==> src/rtl/arm_multicycle_mainfsm_if.sv <==
// Control bus between the multicycle ARM main FSM and its datapath.
// The FSM side (master) takes the instruction fields and the memory
// completion strobe, and drives every mux select and write strobe.
//
// Handshake: MemReady is a single-cycle completion flag from memory.
// In FETCH, MEMREAD and MEMWRITE the FSM holds the current access
// (address select and MemW) until it samples MemReady=1 on a clock
// edge. That edge retires the access and the FSM moves on. No other
// state looks at MemReady.
interface arm_multicycle_mainfsm_if #(
   parameter int CNT_W = 32
);
   logic [1:0]       Op;
   logic [5:0]       Funct;
   logic             MemReady;
   logic             IRWrite;
   logic             NextPC;
   logic             AdrSrc;
   logic [1:0]       ALUSrcA;
   logic [1:0]       ALUSrcB;
   logic             ALUOp;
   logic [1:0]       ResultSrc;
   logic             RegW;
   logic             MemW;
   logic             Branch;
   logic             Fault;
   logic [3:0]       State;
   logic [CNT_W-1:0] InstrCount;

   modport master (
      input  Op, Funct, MemReady,
      output IRWrite, NextPC, AdrSrc, ALUSrcA, ALUSrcB, ALUOp, ResultSrc,
             RegW, MemW, Branch, Fault, State, InstrCount
   );

   modport slave (
      output Op, Funct, MemReady,
      input  IRWrite, NextPC, AdrSrc, ALUSrcA, ALUSrcB, ALUOp, ResultSrc,
             RegW, MemW, Branch, Fault, State, InstrCount
   );
endinterface

==> src/rtl/arm_multicycle_mainfsm.sv <==
// Main control FSM for the multicycle ARM datapath.
// It sequences fetch, decode, execute, memory and writeback for
// data-processing, LDR/STR and B instructions. The outputs are Moore
// outputs decoded from the state. The exceptions are IRWrite/NextPC in
// FETCH, which follow MemReady.
// The write strobes are raw: the conditional logic downstream gates
// them. While reset is low they are also forced to 0.
module arm_multicycle_mainfsm #(
   parameter int CNT_W = 32
) (
   input  logic                      clk,
   input  logic                      reset,
   arm_multicycle_mainfsm_if.master  bus
);

   typedef enum logic [3:0] {
      FETCH    = 4'd0,
      DECODE   = 4'd1,
      MEMADR   = 4'd2,
      MEMREAD  = 4'd3,
      MEMWB    = 4'd4,
      MEMWRITE = 4'd5,
      EXECUTER = 4'd6,
      EXECUTEI = 4'd7,
      ALUWB    = 4'd8,
      BRANCH   = 4'd9,
      UNKNOWN  = 4'd10
   } state_t;

   state_t           stateQ;
   state_t           stateNext;
   logic             faultQ;
   logic [CNT_W-1:0] countQ;

   // Raw Moore outputs, before the reset gating of the strobes.
   logic       irWriteRaw;
   logic       nextPcRaw;
   logic       adrSrc;
   logic [1:0] aluSrcA;
   logic [1:0] aluSrcB;
   logic       aluOp;
   logic [1:0] resultSrc;
   logic       regWRaw;
   logic       memWRaw;
   logic       branchRaw;

   // State register, sticky fault flag and retired-instruction counter.
   always_ff @(posedge clk) begin
      if (!reset) begin
         stateQ <= FETCH;
         faultQ <= 1'b0;
         countQ <= '0;
      end else begin
         stateQ <= stateNext;
         if (stateNext == UNKNOWN) begin
            faultQ <= 1'b1;
         end
         if ((stateQ == FETCH) && bus.MemReady) begin
            countQ <= countQ + CNT_W'(1);
         end
      end
   end

   // Next-state logic. Op/Funct are only looked at in DECODE and MEMADR.
   always_comb begin
      stateNext = stateQ;
      case (stateQ)
         FETCH:    if (bus.MemReady) stateNext = DECODE;
         DECODE: begin
            case (bus.Op)
               2'b00:   stateNext = bus.Funct[5] ? EXECUTEI : EXECUTER;
               2'b01:   stateNext = MEMADR;
               2'b10:   stateNext = BRANCH;
               default: stateNext = UNKNOWN;
            endcase
         end
         MEMADR:   stateNext = bus.Funct[0] ? MEMREAD : MEMWRITE;
         MEMREAD:  if (bus.MemReady) stateNext = MEMWB;
         MEMWRITE: if (bus.MemReady) stateNext = FETCH;
         MEMWB:    stateNext = FETCH;
         EXECUTER: stateNext = ALUWB;
         EXECUTEI: stateNext = ALUWB;
         ALUWB:    stateNext = FETCH;
         BRANCH:   stateNext = FETCH;
         UNKNOWN:  stateNext = UNKNOWN;
         default:  stateNext = UNKNOWN;
      endcase
   end

   // Output decode. Every output defaults to 0, so UNKNOWN and the
   // unused codes drive nothing.
   always_comb begin
      irWriteRaw = 1'b0;
      nextPcRaw  = 1'b0;
      adrSrc     = 1'b0;
      aluSrcA    = 2'b00;
      aluSrcB    = 2'b00;
      aluOp      = 1'b0;
      resultSrc  = 2'b00;
      regWRaw    = 1'b0;
      memWRaw    = 1'b0;
      branchRaw  = 1'b0;
      case (stateQ)
         FETCH: begin
            aluSrcA    = 2'b01;
            aluSrcB    = 2'b10;
            resultSrc  = 2'b10;
            irWriteRaw = bus.MemReady;
            nextPcRaw  = bus.MemReady;
         end
         DECODE: begin
            aluSrcA   = 2'b01;
            aluSrcB   = 2'b10;
            resultSrc = 2'b10;
         end
         MEMADR: begin
            aluSrcA = 2'b00;
            aluSrcB = 2'b01;
         end
         MEMREAD: begin
            adrSrc = 1'b1;
         end
         MEMWB: begin
            resultSrc = 2'b01;
            regWRaw   = 1'b1;
         end
         MEMWRITE: begin
            adrSrc  = 1'b1;
            memWRaw = 1'b1;
         end
         EXECUTER: begin
            aluSrcB = 2'b00;
            aluOp   = 1'b1;
         end
         EXECUTEI: begin
            aluSrcB = 2'b01;
            aluOp   = 1'b1;
         end
         ALUWB: begin
            regWRaw = 1'b1;
         end
         BRANCH: begin
            aluSrcA   = 2'b10;
            aluSrcB   = 2'b01;
            resultSrc = 2'b10;
            branchRaw = 1'b1;
         end
         default: begin
         end
      endcase
   end

   // While reset is low, the strobes are gated off. An aborted access
   // then cannot write anything in the cycle before the reset edge.
   assign bus.IRWrite    = irWriteRaw & reset;
   assign bus.NextPC     = nextPcRaw & reset;
   assign bus.RegW       = regWRaw & reset;
   assign bus.MemW       = memWRaw & reset;
   assign bus.Branch     = branchRaw & reset;
   assign bus.AdrSrc     = adrSrc;
   assign bus.ALUSrcA    = aluSrcA;
   assign bus.ALUSrcB    = aluSrcB;
   assign bus.ALUOp      = aluOp;
   assign bus.ResultSrc  = resultSrc;
   assign bus.Fault      = faultQ;
   assign bus.State      = stateQ;
   assign bus.InstrCount = countQ;

endmodule

==> src/flat_wrapper.sv <==
// flat-port wrapper written by rule: the top's interface ports become plain ports
module arm_multicycle_mainfsm_flat 
#(
   parameter int CNT_W = 32
)
  (clk, reset, bus_Op, bus_Funct, bus_MemReady, bus_IRWrite, bus_NextPC, bus_AdrSrc, bus_ALUSrcA, bus_ALUSrcB, bus_ALUOp, bus_ResultSrc, bus_RegW, bus_MemW, bus_Branch, bus_Fault, bus_State, bus_InstrCount);
  arm_multicycle_mainfsm_if #(.CNT_W(CNT_W)) bus_i ();
  input  logic clk;
  input  logic reset;
  input wire logic [$bits(bus_i.Op)-1:0] bus_Op;
  input wire logic [$bits(bus_i.Funct)-1:0] bus_Funct;
  input wire logic [$bits(bus_i.MemReady)-1:0] bus_MemReady;
  output wire logic [$bits(bus_i.IRWrite)-1:0] bus_IRWrite;
  output wire logic [$bits(bus_i.NextPC)-1:0] bus_NextPC;
  output wire logic [$bits(bus_i.AdrSrc)-1:0] bus_AdrSrc;
  output wire logic [$bits(bus_i.ALUSrcA)-1:0] bus_ALUSrcA;
  output wire logic [$bits(bus_i.ALUSrcB)-1:0] bus_ALUSrcB;
  output wire logic [$bits(bus_i.ALUOp)-1:0] bus_ALUOp;
  output wire logic [$bits(bus_i.ResultSrc)-1:0] bus_ResultSrc;
  output wire logic [$bits(bus_i.RegW)-1:0] bus_RegW;
  output wire logic [$bits(bus_i.MemW)-1:0] bus_MemW;
  output wire logic [$bits(bus_i.Branch)-1:0] bus_Branch;
  output wire logic [$bits(bus_i.Fault)-1:0] bus_Fault;
  output wire logic [$bits(bus_i.State)-1:0] bus_State;
  output wire logic [$bits(bus_i.InstrCount)-1:0] bus_InstrCount;
  assign bus_i.Op = bus_Op;
  assign bus_i.Funct = bus_Funct;
  assign bus_i.MemReady = bus_MemReady;
  assign bus_IRWrite = bus_i.IRWrite;
  assign bus_NextPC = bus_i.NextPC;
  assign bus_AdrSrc = bus_i.AdrSrc;
  assign bus_ALUSrcA = bus_i.ALUSrcA;
  assign bus_ALUSrcB = bus_i.ALUSrcB;
  assign bus_ALUOp = bus_i.ALUOp;
  assign bus_ResultSrc = bus_i.ResultSrc;
  assign bus_RegW = bus_i.RegW;
  assign bus_MemW = bus_i.MemW;
  assign bus_Branch = bus_i.Branch;
  assign bus_Fault = bus_i.Fault;
  assign bus_State = bus_i.State;
  assign bus_InstrCount = bus_i.InstrCount;
  arm_multicycle_mainfsm #(.CNT_W(CNT_W)) u_core (.clk(clk), .reset(reset), .bus(bus_i));
endmodule
==> config.mk <==
export PLATFORM = sky130hd
export DESIGN_NAME = arm_multicycle_mainfsm_flat
export DESIGN_NICKNAME = d
export VERILOG_FILES = /design/src/rtl/arm_multicycle_mainfsm_if.sv /design/src/rtl/arm_multicycle_mainfsm.sv /design/src/flat_wrapper.sv
export SDC_FILE = /design/constraint.sdc
export NUM_CORES = 1
export LEC_CHECK = 0
export BUFFER_PORTS_ARGS = -buffer_cell sky130_fd_sc_hd__buf_2
export CORE_MARGIN = 5
export CORE_UTILIZATION = 46
export CTS_CLUSTER_DIAMETER = 120
export DETAILED_ROUTE_END_ITERATION = 6
export GPL_TIMING_DRIVEN = 1
export PLACE_DENSITY = 0.78
export RECOVER_POWER = 50
export SYNTH_ARGS = -nofsm -noshare
export SYNTH_HDL_FRONTEND = slang
export SYNTH_SLANG_ARGS = --single-unit
==> constraint.sdc <==
create_clock -name clk -period 1.8 [get_ports clk]
set_input_delay 0.18 -clock clk [delete_from_list [all_inputs] [get_ports clk]]
set_output_delay 0.18 -clock clk [all_outputs]
set_load 0.02 [all_outputs]
Word-level counts from Yosys, hierarchy flattened
Cells that the tools add are included.

Flip-flop bits (word level): 37. Input bits: 11.

Bitwise operators: 4. Mux-type cells: 16. Reductions and logical operators: 10. Eq/ne operators: 12. Add/subtract/negate cells: 1.

Operator list (number): $add 32x1->32 const B (1); $pmux 4 s7 (1); $eq 4x3->1 const B (4); $eq 4x4->1 const B (3); $mux 4 (3); $pmux 2 s2 (3); $pmux 4 s3 (1); $reduce_or 3->1 (3); $eq 4x2->1 const B (2); $reduce_or 2->1 (4); $mux 1 (7); $and 1x1->1 (4); $eq 4x1->1 const B (1); $logic_not 4->1 (1); $mux 3 (1); $eq 2x1->1 const B (1); $eq 2x2->1 const B (1); $logic_not 2->1 (1); $logic_and 1x1->1 (1).

Logic depth before layout (Yosys ltp)
Depth in word-level cells: 4. Mapped depth: 7.

Least setup slack after synthesis
No wires, ideal clock.

Path type: reg2out. Start point: register u_core.stateQ[0] (netlist: u_core.bus.State[0]). End point: output port bus_Branch. Cell stages (with the launch flop): 5. Buffers on the path: 1. Slack: -0.498 ns. Arrival time: 2.118 ns. Path through: dfxtp_1 -> clkbuf_1 -> inv_1 -> nor4_1 -> and2_1.

Cells in the longest elaborated chain, start to end: 3.

RTL lines: start, declared (RTL line arm_multicycle_mainfsm.sv:30) `state_t stateQ;`; start signal, assigned (RTL line arm_multicycle_mainfsm.sv:54) `stateQ <= stateNext;`; $eq 4x4->1 (RTL line arm_multicycle_mainfsm.sv:103) `case (stateQ)`; $mux 1 (RTL line arm_multicycle_mainfsm.sv:103); $and 1x1->1 (RTL line arm_multicycle_mainfsm.sv:159) `assign bus.Branch = branchRaw & reset;`; end, declared (RTL line flat_wrapper.sv:22) `output wire logic [$bits(bus_i.Branch)-1:0] bus_Branch;`.

Every way passes these cells.

Final worst setup path
Start point: register u_core.stateQ[2] (netlist: u_core.bus.State[2]). End point: register u_core.countQ[13] (netlist: u_core.bus.InstrCount[13]).

Cells in the longest elaborated chain, start to end: 2.

RTL lines: $logic_not 4->1 (RTL line arm_multicycle_mainfsm.sv:58) `if ((stateQ == FETCH) && bus.MemReady) begin`; $logic_and 1x1->1 (RTL line arm_multicycle_mainfsm.sv:58); end signal, assigned (RTL line arm_multicycle_mainfsm.sv:59) `countQ <= countQ + CNT_W'(1);`; end, declared (RTL line arm_multicycle_mainfsm.sv:33) `logic [CNT_W-1:0] countQ;`.

Every way passes these cells. A chain may end at the register's enable or synchronous reset.

==> flow_summary.ini <==
[pwr]
seq_power_share_pct = 48.3
swShare_pct = 29.8
p_per_area_mw_per_mm2 = 645
leakagePower_uw = 0.00105
peakVddDrop_uv = 321
p_switching_uw = 527
clkPwrFrac_pct = 33.0
p_int_uw = 1240
p_comb_share_pct = 18.7

[placement]
preCtsSetupSlack_ps = 57.2
gp_congestion = 0.852
dp_hpwl_um = 3930
postPlaceCellArea_mm2 = 0.00261
io_buffers = 56

[routing]
num_vias = 2190
drt_pass1_iterations = 4
via_per_inst = 5.78
ant_nets = 0
wl_um = 5660
drcViolationCount = 0
routedWlPerCell_um = 14.9
drt-initial-drc-count = 175

[sta]
clock-skew-final_ps = 4.79
max_slew.worst_pin.slew_ps = 319
drv_slew = 0
period_needed_ps = 1730
setup_viol = 0
hold_viol = 0
fmax_mhz = 579
rsz0062_at_grt = yes
fin_crit_sh_pct = 96.0
worst_slack_ps = 71.5
max_slew_margin_pct = 78.6

[synth]
yosysSeqAreaShare_pct = 36.5
syn_area_mm2 = 0.00203
synth_top_area_share_pct = 36.5
ys_ff_latch = 37
synthFlopType = dfxtp_1
syn-num-nets = 264
ys_types = 43
async_flop_share_pct = 0
synth_area_leaders = dfxtp_1, a21oi_1, nand2_1, mux2i_1, and4_1
syn_avg_cell_area_um2 = 8.06
yosys.area.top_type = dfxtp_1
synth_edf_count = 0
yosysWarnings = 0
synthCells = 252

[cts]
cts-htree-levels = 2
cts_buffer_depth = 2
cts_buffers = 5
insertion_delay_ps = 290
cts_tree = yes
hold_buffers = 0
clk_pin_slew_ps = 80
cts_root_buffer = clkbuf_8
cts_sinks = 37

[global_route]
grt_pass1_wl_um = 9100
antenna_found_initial = 0
grt_util_met2_pct = 30.5
grt_start_max_net_pins = 30
busiest_layer = met2
grt-ovfl-total = 0
grt_pass1_vias = 1994
use_met3_pct = 4.14
grtUsageMet1_pct = 23.3
grt_util_all_layers_pct = 18.2

[critical_path]
critPathArrivalTime_ps = 1950
cp.required_ps = 2020
path_max_fanout = 15
cp-end-kind = flip-flop
startpoint_type = flip-flop
crit_type = reg2reg

[floorplanning]
die_w_um = 76.5
initial_core_util_pct = 47.0
core_mm2 = 0.00432
die_y_um = 76.5
std_cell_rows = 24
ios = 61
die-area_mm2 = 0.00585

[final_layout]
nets = 338
syn_to_final_growth_pct = 34.7
final_area_mm2 = 0.00274
diodes = 0
drive_gt1_share_pct = 24.2

[outcome]
status = finished, final reports clean

[job]
maxCapViolCount = 0

[worst_hold_path]
hp-class = in2reg
==> power groups by stage <==
| stage | clock network, uW | logic [uW] | registers [uW] |
|---|---|---|---|
| after detailed placement | 0 | 303 | 869 |
| after global placement | 0 | 299 | 869 |
| after floorplan | 0 | 195 | 888 |
| final | 582 | 331 | 852 |
| after CTS | 594 | 308 | 850 |
| after global routing | 640 | 362 | 855 |
==> cells in the final DEF (no fill, tap or decap), types with 2 or more instances in the layout <==
cell type   n
a21oi_1    17
and2_1      6
and3_1      5
and4_1      9
buf_2      22
buf_4      26
buf_6       2
clkbuf_1   34
clkbuf_8    5
clkinv_2    2
dfxtp_1    34
dfxtp_2     2
inv_1       5
mux2i_1     8
nand2_1    23
nand2b_1   11
nand3_1    13
nand4_1     9
nor2_1     13
nor3_1      4
nor3b_1     2
nor4_1      3
nor4_4      8
o21ai_0     6
o21bai_1    2
o31ai_1    10
or3_1       5
or4_1      10
xnor2_1     4
xor2_1      4
==> state kept, by name, summed over array words and instances (netlist names) <==
register               flops
u_core.bus.InstrCount     32
u_core.bus.State           4
u_core.bus.Fault           1
==> repair_timing <==
item,in CTS,in global routing
setup buffers,0,5
gates cloned,0,1
endpoints found under the setup margin,3,12
resized for setup,2,5
hold endpoints to repair,0,0
pin swaps,0,1
==> cell families after synthesis <==
logic type	count (synthesis)	share of synthesized area, %
fa+ha+maj	1	0.616
simple gates	128	36.5
buf+inv	25	5.23
mux	8	3.94
xor+xnor	8	3.45
compound gates	45	13.9
flops	37	36.5
==> worst max-delay path, stage by stage (launching register included) <==
cell	delay, ps
dfxtp_4	350
nor4_4	290
nand4_1	210
buf_12	200
or4_1	470
a21oi_1	140
==> layout make-up <==
cell class	count	area, um^2
inverters	6	22.5
clock inverters	3	16.3
repair buffers	86	500
flip-flops and latches	37	747
clock buffers	5	68.8
fillers	400	1590
well taps	52	65.1
multi-input cells	190	1320
==> worst paths after layout <==
path	slack, ps	to	depth (start not counted)	startpoint
worst max register to register	70	u_core.bus.InstrCount[13]$_SDFFE_PN0P_	5	u_core.bus.State[2]$_SDFF_PN0_
worst min-delay path	220	u_core.bus.State[3]$_SDFF_PN0_	3	bus_Op[1]
worst min register to register	480	u_core.bus.InstrCount[29]$_SDFFE_PN0P_	2	u_core.bus.InstrCount[29]$_SDFFE_PN0P_
worst max-delay path	70	u_core.bus.InstrCount[13]$_SDFFE_PN0P_	5	u_core.bus.State[2]$_SDFF_PN0_
==> per-stage QoR <==
stage | utilization, % | instances | hold WS (ps) | total power [uW] | setup TNS, ps
2_1_floorplan | - | 252 | 336 | 1080 | -1350
3_3_place_gp | 60.3 | 365 | 454 | 1170 | 0
3_5_place_dp | 60.3 | 365 | 466 | 1170 | 0
4_1_cts | 62.6 | 373 | 217 | 1750 | 0
5_1_grt | 63.3 | 379 | 246 | 1860 | -41.2
6_report | 63.3 | 379 | 216 | 1760 | 0
==> layer usage <==
layer,vias up,wire length (um)
met2,57,2770
met4,0,62
li1,1079,-
met1,1048,2560
met3,6,272
met5,-,0
==> Yosys cell counts, types with 5 or more instances <==
cell type / count
and4_1: 9
o21ai_0: 6
nand2b_1: 11
or3_1: 5
and3_1: 5
inv_1: 5
or4_1: 10
nor4_1: 10
nand2_1: 24
mux2i_1: 8
o31ai_1: 10
and2_1: 6
nor2_1: 14
a21oi_1: 18
dfxtp_1: 37
clkbuf_1: 15
nand4_1: 9
nand3_1: 14
Power figures use the tool's default switching activity.
